===== src/rtl/fwd_pkg.sv =====
`default_nettype none
// ============================================================================
// fwd_pkg : tracker entry type and bypass-select encoding for fwd_scoreboard
// Rev 1.0
// ============================================================================
package fwd_pkg;

  // Tracker rd fields are stored at this width; REG_BITS must not exceed it.
  localparam int unsigned RD_MAX_BITS = 8;

  localparam logic [RD_MAX_BITS-1:0] REG_ZERO = '0;

  typedef struct packed {
    logic                   valid;
    logic                   regwrite;
    logic                   is_load;
    logic [RD_MAX_BITS-1:0] rd;
  } trk_entry_t;

  function automatic int unsigned fwd_code(input int unsigned s,
                                           input int unsigned j,
                                           input int unsigned lanes);
    return s * lanes + j + 1;
  endfunction

endpackage
`default_nettype wire


===== src/rtl/fwd_match.sv =====
`default_nettype none
// ============================================================================
// fwd_match : resolves one source operand against every tracked stage/lane
// Rev 1.0
// ============================================================================
module fwd_match
  import fwd_pkg::*;
#(
  parameter int LANES            = 2,
  parameter int DEPTH            = 2,
  parameter int REG_BITS         = 5,
  parameter int LOAD_READY_STAGE = 1,
  parameter int SELW             = 3
) (
  input  logic                         valid_i,
  input  logic [REG_BITS-1:0]          src_i,
  input  trk_entry_t [DEPTH*LANES-1:0] entries_i,
  output logic [SELW-1:0]              sel_o,
  output logic                         load_nr_o
);

  logic [RD_MAX_BITS-1:0] src_ext;
  assign src_ext = RD_MAX_BITS'(src_i);

  // Scan oldest stage / lowest lane first so the last hit is the winner:
  // youngest stage, then latest lane within that stage.
  always_comb begin
    sel_o     = '0;
    load_nr_o = 1'b0;
    if (valid_i && (src_ext != REG_ZERO)) begin
      for (int si = 0; si < DEPTH; si++) begin
        for (int j = 0; j < LANES; j++) begin
          if (entries_i[(DEPTH-1-si)*LANES + j].valid &&
              entries_i[(DEPTH-1-si)*LANES + j].regwrite &&
              (entries_i[(DEPTH-1-si)*LANES + j].rd != REG_ZERO) &&
              (entries_i[(DEPTH-1-si)*LANES + j].rd == src_ext)) begin
            sel_o     = SELW'(fwd_code(DEPTH-1-si, j, LANES));
            load_nr_o = entries_i[(DEPTH-1-si)*LANES + j].is_load &&
                        ((DEPTH-1-si) < LOAD_READY_STAGE);
          end
        end
      end
    end
  end

endmodule
`default_nettype wire


===== src/rtl/fwd_scoreboard.sv =====
`default_nettype none
// ============================================================================
// fwd_scoreboard : N-lane operand bypass selects, load-use/intra-bundle stall
// Rev 1.0
// ============================================================================
module fwd_scoreboard
  import fwd_pkg::*;
#(
  parameter  int LANES            = 2,
  parameter  int DEPTH            = 2,
  parameter  int REG_BITS         = 5,
  parameter  int LOAD_READY_STAGE = 1,
  localparam int SELW             = $clog2(LANES*DEPTH+1)
) (
  input  logic                      clk_i,
  input  logic                      rst_ni,
  input  logic                      adv_i,
  input  logic                      flush_i,
  input  logic [LANES-1:0]          iss_valid_i,
  input  logic [LANES-1:0]          iss_regwrite_i,
  input  logic [LANES-1:0]          iss_is_load_i,
  input  logic [LANES*REG_BITS-1:0] iss_rd_i,
  input  logic [LANES*REG_BITS-1:0] iss_rs_i,
  input  logic [LANES*REG_BITS-1:0] iss_rt_i,
  output logic [LANES*SELW-1:0]     fwd_sel_a_o,
  output logic [LANES*SELW-1:0]     fwd_sel_b_o,
  output logic                      stall_o,
  output logic [15:0]               stall_count_o
);

  trk_entry_t [DEPTH*LANES-1:0] trk_q, trk_d;
  trk_entry_t [LANES-1:0]       bundle;
  logic       [LANES-1:0]       lu_a, lu_b, intra;
  logic       [15:0]            cnt_q, cnt_d;

  for (genvar g = 0; g < LANES; g++) begin : g_lane
    assign bundle[g].valid    = iss_valid_i[g];
    assign bundle[g].regwrite = iss_regwrite_i[g];
    assign bundle[g].is_load  = iss_is_load_i[g];
    assign bundle[g].rd       = RD_MAX_BITS'(iss_rd_i[g*REG_BITS +: REG_BITS]);

    fwd_match #(
      .LANES(LANES), .DEPTH(DEPTH), .REG_BITS(REG_BITS),
      .LOAD_READY_STAGE(LOAD_READY_STAGE), .SELW(SELW)
    ) u_match_a (
      .valid_i   (iss_valid_i[g]),
      .src_i     (iss_rs_i[g*REG_BITS +: REG_BITS]),
      .entries_i (trk_q),
      .sel_o     (fwd_sel_a_o[g*SELW +: SELW]),
      .load_nr_o (lu_a[g])
    );

    fwd_match #(
      .LANES(LANES), .DEPTH(DEPTH), .REG_BITS(REG_BITS),
      .LOAD_READY_STAGE(LOAD_READY_STAGE), .SELW(SELW)
    ) u_match_b (
      .valid_i   (iss_valid_i[g]),
      .src_i     (iss_rt_i[g*REG_BITS +: REG_BITS]),
      .entries_i (trk_q),
      .sel_o     (fwd_sel_b_o[g*SELW +: SELW]),
      .load_nr_o (lu_b[g])
    );
  end

  // A later lane cannot read an older lane's result in the same bundle.
  always_comb begin
    intra = '0;
    for (int j = 1; j < LANES; j++) begin
      for (int i = 0; i < j; i++) begin
        if (iss_valid_i[i] && iss_regwrite_i[i] &&
            (iss_rd_i[i*REG_BITS +: REG_BITS] != '0) &&
            ((iss_rs_i[j*REG_BITS +: REG_BITS] == iss_rd_i[i*REG_BITS +: REG_BITS]) ||
             (iss_rt_i[j*REG_BITS +: REG_BITS] == iss_rd_i[i*REG_BITS +: REG_BITS]))) begin
          intra[j] = 1'b1;
        end
      end
    end
  end

  assign stall_o       = |(iss_valid_i & (lu_a | lu_b | intra));
  assign stall_count_o = cnt_q;

  always_comb begin
    trk_d = trk_q;
    cnt_d = cnt_q;
    if (adv_i) begin
      for (int s = DEPTH-1; s >= 1; s--) begin
        trk_d[s*LANES +: LANES] = trk_q[(s-1)*LANES +: LANES];
      end
      trk_d[LANES-1:0] = (stall_o || flush_i) ? '0 : bundle;
      if (stall_o && (cnt_q != 16'hFFFF)) begin
        cnt_d = cnt_q + 16'd1;
      end
    end
  end

  always_ff @(posedge clk_i or negedge rst_ni) begin
    if (!rst_ni) begin
      trk_q <= '0;
      cnt_q <= '0;
    end else begin
      trk_q <= trk_d;
      cnt_q <= cnt_d;
    end
  end

endmodule
`default_nettype wire


===== config.mk =====
export PLATFORM = sky130hd
export DESIGN_NAME = fwd_scoreboard
export DESIGN_NICKNAME = d
export VERILOG_FILES = /design/src/rtl/fwd_pkg.sv /design/src/rtl/fwd_match.sv /design/src/rtl/fwd_scoreboard.sv
export SDC_FILE = /design/constraint.sdc
export NUM_CORES = 1
export LEC_CHECK = 0
export ABC_AREA = 1
export CAP_MARGIN = 20
export CORE_MARGIN = 3
export CORE_UTILIZATION = 51
export CTS_CLUSTER_SIZE = 8
export DETAILED_ROUTE_END_ITERATION = 8
export PLACE_DENSITY = 0.78
export SKIP_CTS_REPAIR_TIMING = 1
export SLEW_MARGIN = 25
export SYNTH_ARGS = -nofsm -noshare
export SYNTH_HDL_FRONTEND = slang
export SYNTH_HIERARCHICAL = 1
export SYNTH_SLANG_ARGS = --single-unit

===== constraint.sdc =====
create_clock -name clk_i -period 2 [get_ports clk_i]
set_clock_uncertainty 0.1 [all_clocks]
set_input_delay 0.4 -clock clk_i [delete_from_list [all_inputs] [get_ports clk_i]]
set_output_delay 0.4 -clock clk_i [all_outputs]
set_load 0.02 [all_outputs]

Word-level counts from Yosys, hierarchy flattened --
Cells that the tools add are included.
Word-level totals: register bits 58, input bits 40, output and inout port bits 29, word-level logic and storage cells 117
Cells by class: add/subtract/negate cells 1, equal/unequal tests 19, mux-type cells 34, bitwise gates (word level) 3, reduce and logical (&&, ||, !) cells 45
Operator list (number):
- == test 8 x 5 -> 1 bit | 16
- nonzero test 8 bit | 8
- 2-to-1 mux 3 bit | 16
- logical AND 1 bit | 32
- 2-to-1 mux 22 bit | 1
- adder 16 x 1 -> 16 bit, second input constant | 1
- != test 16 bit, second input constant | 1
- 2-to-1 mux 1 bit | 13
- == test 5 bit | 2
- 2-to-1 mux 2 bit | 4
- nonzero test 5 bit | 1
- bitwise OR 2 bit | 2
- AND 2 bit | 1
- logical OR 1 bit | 2
- AND reduction 2 bit | 1
- OR reduction 2 bit | 1

Logic depth before layout (Yosys ltp) --
Gate-level depths: netlist (run 1).
depth after elaboration 12, depth in mapped cells 18, gate-level depth less buffers 16

By module --
The synthesis (run 1) kept the hierarchy.
Modules (own cells, without submodules):
- fwd_scoreboard | instances 1, cells an instance 353, area each 2573.7 sq um, sequential area each 1201.2 sq um
- fwd_match (g_lane[0].u_match_b ...) | instances 3, cells an instance 129, area each 585.6 sq um, sequential area each 0.0 sq um
- fwd_match (g_lane[0].u_match_a) | instances 1, cells an instance 130, area each 545.5 sq um, sequential area each 0.0 sq um

Least setup slack after synthesis (run 1) --
No wires, ideal clock.
kind register to output, start point register trk_q[13] in the netlist's numbering, end point output stall_o, arrival time 1.703 ns, required time 1.500 ns, setup slack -0.203 ns, cell stages (with the launch flop) 13, buffers on the path 1, path through dfrtp_1 -> inv_1 -> nand2_1 -> nand2_1 -> nor2_1 -> nand3_1 -> nor2_2 -> a21oi_1 -> nand2_1 -> inv_1 -> o21ai_0 -> nand2_4 -> buf_4
Between the ends: cells in the longest elaborated chain, start to end 9
RTL lines:
- from (decl) | RTL line fwd_scoreboard.sv:31 | trk_entry_t [DEPTH*LANES-1:0] trk_q, trk_d;
- from (signal assigned) | RTL line fwd_scoreboard.sv:102 | trk_q <= trk_d;
- nonzero test 8 bit | RTL line fwd_match.sv:35 | (entries_i[(DEPTH-1-si)*LANES + j].rd != REG_ZERO) &&
- logical AND 1 bit | RTL line fwd_match.sv:34 | entries_i[(DEPTH-1-si)*LANES + j].regwrite &&
- logical AND 1 bit (*) | RTL line fwd_match.sv:35
- 2-to-1 mux 1 bit (*) | RTL line fwd_match.sv:33 | if (entries_i[(DEPTH-1-si)*LANES + j].valid &&
- 2-to-1 mux 1 bit (*) | RTL line fwd_match.sv:30 | if (valid_i && (src_ext != REG_ZERO)) begin
- net lu_a[0] | RTL line fwd_scoreboard.sv:33 | logic [LANES-1:0] lu_a, lu_b, intra;
- bitwise OR 2 bit (*) (2 in series) | RTL line fwd_scoreboard.sv:80 | assign stall_o = |(iss_valid_i & (lu_a | lu_b | intra));
- AND 2 bit (*) | RTL line fwd_scoreboard.sv:80
- OR reduction 2 bit (*) | RTL line fwd_scoreboard.sv:80
- to (decl) | RTL line fwd_scoreboard.sv:27 | output logic stall_o,
Mark *: on every way through the listed nets, which the timed path passes. The rest lies on a longest branch.

Worst setup path in the final report (run 1) --
Ends and elaborated chain as after synthesis.

==> reports/metrics.yaml, run 1 <==
drc: 0
grt_use_total_pct: 29.2
switching_share_pct: 34.3
antenna_found_initial: 0
die-area_sq_um: 10600
max-cap-violations: 0
setup_viol: 45
violations: "negative setup slack"
preCtsSetupSlack_ns: -1.10
slew_viol_final: 0
fmax_ghz: 0.396
rsz0062_at_grt: "yes"
netlist_instances: 862
tns_ns: -16.29
numCtsBuffers: 5
ios: 69
switchingPower_mw: 1.08
dieWidth_um: 103
dpl.hpwl_um: 11900
worstPathMaxFanout: 7
syn_area_per_cell_sq_um: 5.57
path_class: "reg -> out"
worstPathArrival_ns: 2.03
p_per_area_nw_per_um2: 436
status: "complete, but fails checks"
cts.clk_slew.worst_paths_ns: 0.09
hold_class: "reg -> reg"
gr-total-overflow: 0
fin_ws_ns: -0.527
ys_warn_count: 6
num_vias: 6194
grt_pass1_vias: 5192
totalPowerFinal_mw: 3.16
irDropWorstVdd_uv: 474
finalWeightedCongestion: 0.964
tritoncts: "yes"
start_util_pct: 53.8
setup.worst_path.end_class: "output port"
grt_max_degree: 47
drive_gt1_share_pct: 23.3
clkLatencyLatePin_ns: 0.30
period_share_pct: 126
cts_buffer_depth: 2
grt.met2_usage_pct: 47.8
final_util_pct: 81.2
antenna_left: 0
clkPwrFrac_pct: 27.2
core_sq_um: 8930
crit_required_ns: 1.50
min_period_ns: 2.53
p_comb_share_pct: 37.0
diodes: 0
cts-htree-levels: 2
drtIter0Drc: 512
wl_per_cell_um: 14.6
r2r_slack_ns: -0.45
dr.pass1.iters: 5
routed_via_density: 5.13
syn-cell-area_sq_um: 4800
holdWs_ns: 0.426
grt_pass1_wl_um: 24400
p_leak_nw: 4.06
cts_root_buf: "clkbuf_8"
drt-total-wl_um: 17700
syn_to_final_growth_pct: 51.0
finalHoldViolCount: 0
p_int_mw: 2.07
place.port_buffers: 68
busiest_layer: "met2"
critPathLaunchType: "register"
cts.sinks: 46
seq_power_share_pct: 35.8
die_y_um: 103
grt_util_met1_pct: 39.8
rows: 34
grtUsageMet3_pct: 2.71
nNetsFinal: 1139
## cell type report
class	count	area (sq um)
multi-input cells	703	3340
clock buffers	6	82.6
inverters	140	536
fillers	649	1680
repair buffers	202	1930
well taps	108	135
flip-flops and latches	46	1170
clock inverters	2	60.1
## state kept, by name, summed over array words and instances, names as in the netlist
register / count
trk_q: 30
stall_count_o: 16
## layout by cell type, fill, tap and decap left out, types with 2 or more instances in the layout
cell type / instances
a21o_1: 3
a21oi_1: 12
a21oi_2: 8
buf_12: 11
buf_4: 117
buf_6: 15
buf_8: 2
bufinv_16: 2
clkbuf_8: 6
clkdlybuf4s50_1: 34
conb_1: 48
dfrtp_1: 34
dfrtp_2: 11
dlymetal6s2s_1: 20
inv_1: 114
inv_2: 22
inv_4: 4
nand2_1: 347
nand2_2: 10
nand2_4: 2
nand3_1: 61
nand3_2: 8
nand3b_1: 6
nand4_1: 26
nor2_1: 83
nor2_2: 20
nor2_4: 2
nor3_1: 12
nor3_2: 2
o21ai_0: 14
xnor2_1: 6
xnor2_2: 6
xor2_1: 18
## per-layer routing
metal  wire length (um)  part of all wire [%]
met5                  0                     0
met4                848                   4.8
met3               1530                   8.6
met2               8290                    47
met1               7000                    40
## through the flow
step           std cells  cell area, sq um
2_1_floorplan        909              5030
3_3_place_gp        1181              6670
3_5_place_dp        1181              6670
4_1_cts             1189              6820
5_1_grt             1207              7250
6_report            1207              7250
## final timing paths
check | from | end | cells past startpoint
min in group asynchronous | rst_ni | stall_count_o[8]$_DFFE_PN0P_ | 3
worst max register to register | trk_q[13]$_DFFE_PN0P_ | stall_count_o[12]$_DFFE_PN0P_ | 17
worst min-delay path | stall_count_o[9]$_DFFE_PN0P_ | stall_count_o[9]$_DFFE_PN0P_ | 2
worst min register to register | stall_count_o[9]$_DFFE_PN0P_ | stall_count_o[9]$_DFFE_PN0P_ | 2
max in group asynchronous | rst_ni | trk_q[13]$_DFFE_PN0P_ | 3
worst max-delay path | trk_q[13]$_DFFE_PN0P_ | stall_o | 12
## worst max-delay path, stage by stage (launching register included)
cell	delay, ns
dfrtp_4	0.51
buf_8	0.16
buf_6	0.12
xnor2_2	0.12
nand3b_1	0.09
nor2_1	0.13
nand4_1	0.10
nand2_1	0.11
nor2_2	0.04
nand2_1	0.07
nand2_2	0.07
nand2_4	0.10
buf_6	0.12
## power groups by stage
stage | clock network [mW] | registers [mW] | logic [mW]
floorplan | 0 | 1.12 | 0.524
global placement | 0 | 1.15 | 1.02
detailed placement | 0 | 1.15 | 1.04
CTS | 0.858 | 1.13 | 1.04
global route | 0.888 | 1.13 | 1.28
finish | 0.860 | 1.13 | 1.17
(Power assumes the default switching activity.)
==> inputs of run 2 (changes only) <==
- SLEW_MARGIN: 25 -> 20
- TNS_END_PERCENT: unset -> 5
==> run 2 against run 1 <==
First-iteration DRC count down 12%. Power down 1.1%. Non-clock buffer count down 5. Sequential share of layout area up 0.36 points. Clock power down 0.5%. Highest routed layer unchanged. The flow still finishes with violations (negative setup slack). Core utilization down 1.8 points. Flip-flop and latch count unchanged. Register-to-register slack worse by 0.02 ns. Global-route usage unchanged. Setup slack better by 0.010 ns. Clock-buffer cell count unchanged.
==> reports/metrics.yaml, run 2 (synthesized netlist as in run 1, its figures left out) <==
drt-total-wl_um: 16500
critPathLaunchType: "register"
drive_gt1_share_pct: 21.7
grt_util_met1_pct: 39.8
grt_use_total_pct: 29.2
period_share_pct: 126
grtUsageMet3_pct: 2.71
place.port_buffers: 68
tritoncts: "yes"
syn_to_final_growth_pct: 47.7
fmax_ghz: 0.397
min_period_ns: 2.52
path_buf_inv: 3
grt_max_degree: 47
violations: "negative setup slack"
path_delay_family: "simple AND/OR/NAND/NOR gates"
critical_path.max_stage_delay_ns: 0.51
final_common_cell: "nand2_1"
die_y_um: 103
crit_slowest_cell: "dfrtp_4"
num_vias: 6044
diodes: 0
drc: 0
finalWeightedCongestion: 0.964
top_register: "trk_q"
ios: 69
setup.worst_path.end_class: "output port"
drtIter0Drc: 452
crit_required_ns: 1.50
p_leak_nw: 4.00
p_per_area_nw_per_um2: 441
largest_reg_flops: 30
path_class: "reg -> out"
cts-htree-levels: 2
rsz0062_at_grt: "yes"
cts.clk_slew.worst_paths_ns: 0.09
core_sq_um: 8930
wl_per_cell_um: 13.7
rows: 34
die-area_sq_um: 10600
gr-total-overflow: 0
status: "complete, but fails checks"
finalHoldViolCount: 0
setup_viol: 45
cts_root_buf: "clkbuf_8"
nNetsFinal: 1134
dr.pass1.iters: 5
routed_via_density: 5.03
clkLatencyLatePin_ns: 0.30
numCtsBuffers: 5
dieWidth_um: 103
start_util_pct: 53.8
antenna_found_initial: 0
hold_class: "reg -> reg"
grt.met2_usage_pct: 47.8
max-cap-violations: 0
worstPathMaxFanout: 7
fin_ws_ns: -0.517
grt_pass1_vias: 5192
cts.sinks: 46
slew_viol_final: 0
worstPathCellList: "buf_8, buf_6, xnor2_2, nand3b_1, nor2_1, nand4_1, nand2_1, nor2_2, nand2_1, nand2_2, nand2_4, buf_6"
dpl.hpwl_um: 11900
grt_pass1_wl_um: 24400
cts_buffer_depth: 2
antenna_left: 0
most-common-layout-cells: "nand2_1, buf_4, inv_1"
tns_ns: -15.18
irDropWorstVdd_uv: 472
post_dp_cell_area_sq_um: 6670
worstPathArrival_ns: 2.02
design_area_sq_um: 7090
busiest_layer: "met2"
[run 2: worst min-delay path, stage by stage (launching register included)]
cell	delay (ns)
dfrtp_1	0.39
nand2_1	0.06
nand2_1	0.05
[run 2: worst paths after layout]
kind	start	end	slack, ns	depth (start not counted)
worst max-delay path	trk_q[13]$_DFFE_PN0P_	stall_o	-0.52	12
worst min-delay path	stall_count_o[9]$_DFFE_PN0P_	stall_count_o[9]$_DFFE_PN0P_	0.42	2
worst max register to register	trk_q[13]$_DFFE_PN0P_	stall_count_o[12]$_DFFE_PN0P_	-0.47	16
worst min register to register	stall_count_o[9]$_DFFE_PN0P_	stall_count_o[9]$_DFFE_PN0P_	0.42	2
max in group asynchronous	rst_ni	trk_q[13]$_DFFE_PN0P_	1.02	3
min in group asynchronous	rst_ni	stall_count_o[9]$_DFFE_PN0P_	0.53	3
[run 2: layer usage]
metal	vias to the layer above	wire length [um]	part of all wire (%)
met3	58	1290	7.8
met2	267	7580	46
met4	0	646	3.9
li1	3058	-	-
met1	2661	6970	42
met5	-	0	0
[run 2: power breakdown]
group / switching [mW] / internal (mW)
clock network: 0.323 / 0.533
logic: 0.599 / 0.540
registers: 0.138 / 0.992
total: 1.06 / 2.06
[run 2: per-stage QoR]
stage	total power [mW]	setup WS [ns]	hold WS (ns)	utilization, %	instances
floorplan	1.64	-0.0000352	0.00441	-	909
global placement	2.17	-1.09	0.296	74.7	1181
detailed placement	2.19	-1.10	0.299	74.7	1181
CTS	3.03	-1.10	-0.0303	76.3	1189
global route	3.28	-0.604	0.438	79.4	1202
finish	3.13	-0.517	0.425	79.4	1202
[run 2: cell type report]
cell class	instances	area (sq um)
tap	108	135
inverter	140	533
fill	692	1840
timing repair buffer	197	1830
clock buffer	6	82.6
multi-input combinational	703	3280
sequential	46	1170
clock inverter	2	60.1
==> inputs of run 3 (changes only) <==
==> constraint.sdc (replaced) <==
create_clock -name clk_i -period 2 [get_ports clk_i]
set_clock_uncertainty 0.1 [all_clocks]
set_input_delay 0.5 -clock clk_i [delete_from_list [all_inputs] [get_ports clk_i]]
set_output_delay 0.5 -clock clk_i [all_outputs]
set_load 0.02 [all_outputs]
==> run 3 against run 2 <==
Wire length is 3.1% lower. Critical path depth unchanged. Combinational power fell by 5%. Design area fell by 3.0%. Via count is 1.1% lower. Highest routed layer unchanged. The run still ends with negative setup slack left. Cell count fell by 0.50%. Clock power down 18%. Clock-buffer cell count rose by 1. Die area is the same. Setup slack got worse by 0.11 ns.
==> reports/metrics.yaml, run 3 (synthesized netlist as in run 1, its figures left out) <==
status: "complete, but fails checks"
violations: "negative setup slack"
die_y_um: 103
tritoncts: "yes"
largest_reg_flops: 30
seq_area_sq_um: 1160
p_comb_share_pct: 37.2
wl_per_cell_um: 13.3
design_area_sq_um: 6880
start_util_pct: 53.8
drive_gt1_share_pct: 19.7
worstPathCellList: "buf_4, buf_4, a21oi_2, nand2_1, nor2_2, nand3_2, nor2_1, nand3_1, nand2_1, o21ai_4, nand2_4, buf_6"
antenna_found_initial: 0
cts_root_buf: "clkbuf_8"
worstPathMaxFanout: 6
rows: 34
max-cap-violations: 0
clkPwrFrac_pct: 24.3
grt_util_met1_pct: 40.8
ios: 69
critPathLaunchType: "register"
min_period_ns: 2.63
dr.pass1.iters: 5
period_share_pct: 131
finalHoldViolCount: 0
grt.met2_usage_pct: 50.2
final_cell_count_no_fill: 1196
fin_ws_ns: -0.628
dpl.cell_count: 1182
place.port_buffers: 68
finalWeightedCongestion: 1.03
clkLatencyLatePin_ns: 0.30
worstPathArrival_ns: 2.03
drt-total-wl_um: 16000
syn_to_final_growth_pct: 43.2
num_vias: 5979
cts.clk_slew.worst_paths_ns: 0.09
p_per_area_nw_per_um2: 421
drtIter0Drc: 415
switchingPower_mw: 1.04
numCtsBuffers: 5
core_sq_um: 8930
drc: 0
critical_path.max_stage_delay_ns: 0.49
crit_slowest_cell: "dfrtp_2"
diodes: 0
seq_power_share_pct: 38.5
grt_pass1_vias: 5386
nNetsFinal: 1128
die-area_sq_um: 10600
path_class: "reg -> out"
crit_required_ns: 1.40
cts.sinks: 46
preCtsSetupSlack_ns: -1.32
cts-htree-levels: 2
hold_class: "in -> async"
rsz0062_at_grt: "yes"
p_leak_nw: 4.06
dieWidth_um: 103
fillers: 714
grtUsageMet3_pct: 3.65
irDropWorstVdd_uv: 313
dpl.hpwl_um: 12000
fmax_ghz: 0.381
switching_share_pct: 36.0
most-common-layout-cells: "nand2_1, buf_4, inv_1"
antenna_left: 0
post_dp_cell_area_sq_um: 6610
final_common_cell: "nand2_1"
busiest_layer: "met2"
grt_pass1_wl_um: 25400
top_register: "trk_q"
slew_viol_final: 0
cts_buffer_depth: 2
setup_viol: 45
path_delay_family: "simple AND/OR/NAND/NOR gates"
setup.worst_path.end_class: "output port"
totalPowerFinal_mw: 2.90
routed_via_density: 5.00
grt_max_degree: 47
path_buf_inv: 3
gr-total-overflow: 0
multi_input_comb_area_sq_um: 3240
p_int_mw: 1.86
tns_ns: -18.93
grt_use_total_pct: 30.5
[run 3: changes by cell type in the layout (fill, tap and decap cells not counted), moves of 3 or more]
cell	change
nand2_2	-5
clkdlybuf4s50_1	-8
xnor2_1	+3
nand2_1	+5
inv_1	+3
nor2_1	+4
dlymetal6s2s_1	+7
nor2_2	-5
xnor2_2	-3
buf_12	-6
[run 3: worst paths after layout]
path / to / slack (ns) / depth (start not counted) / from
max: stall_o / -0.63 / 12 / trk_q[3]$_DFFE_PN0P_
max reg2reg: stall_count_o[5]$_DFFE_PN0P_ / -0.49 / 16 / trk_q[3]$_DFFE_PN0P_
min in group clk_i: stall_count_o[9]$_DFFE_PN0P_ / 0.41 / 2 / stall_count_o[9]$_DFFE_PN0P_
min reg2reg: stall_count_o[9]$_DFFE_PN0P_ / 0.41 / 2 / stall_count_o[9]$_DFFE_PN0P_
min: stall_count_o[5]$_DFFE_PN0P_ / 0.06 / 2 / rst_ni
max in group asynchronous: trk_q[21]$_DFFE_PN0P_ / 1.50 / 2 / rst_ni
[run 3: worst reg2reg max path, stage by stage (launching register included)]
cell and delay, ns:
dfrtp_2 0.49, buf_4 0.18, buf_4 0.13, a21oi_2 0.11, nand2_1 0.06, nor2_2 0.12
nand3_2 0.08, nor2_1 0.08, nand3_1 0.07, nand2_1 0.12, o21ai_4 0.09, nand2_4 0.09
buf_4 0.27, nand3_2 0.12, buf_4 0.18, nand2_1 0.05, nand2_1 0.05
[run 3: power groups by stage]
stage | combinational, mW | clock (mW) | sequential (mW)
floorplan | 0.524 | 0 | 1.11
global placement | 1.01 | 0 | 1.13
detailed placement | 1.03 | 0 | 1.13
CTS | 1.03 | 0.711 | 1.11
global route | 1.20 | 0.740 | 1.12
finish | 1.08 | 0.704 | 1.12
[run 3: stage by stage]
stage	hold slack, ns	utilization [%]
after global placement	0.387	74.0
after floorplan	0.104	-
final	0.0650	77.0
after detailed placement	0.394	74.0
after CTS	0.0739	75.2
after global routing	0.0868	77.0
[run 3: cell type report]
class,instances,area share (%)
multi-input cells,703,47.1
clock buffers,7,1.11
well taps,108,1.96
inverters,140,7.71
flip-flops and latches,46,16.9
clock inverters,1,0.437
repair buffers,191,24.8
[run 3: per-layer routing]
layer  share of wire, %  routed length [um]  up-vias
met5                  0                   0        -
met4                3.8                 614        0
met3                7.9                1260       54
met2                 45                7250      242
met1                 43                6830     2644
li1                   -                   -     3039
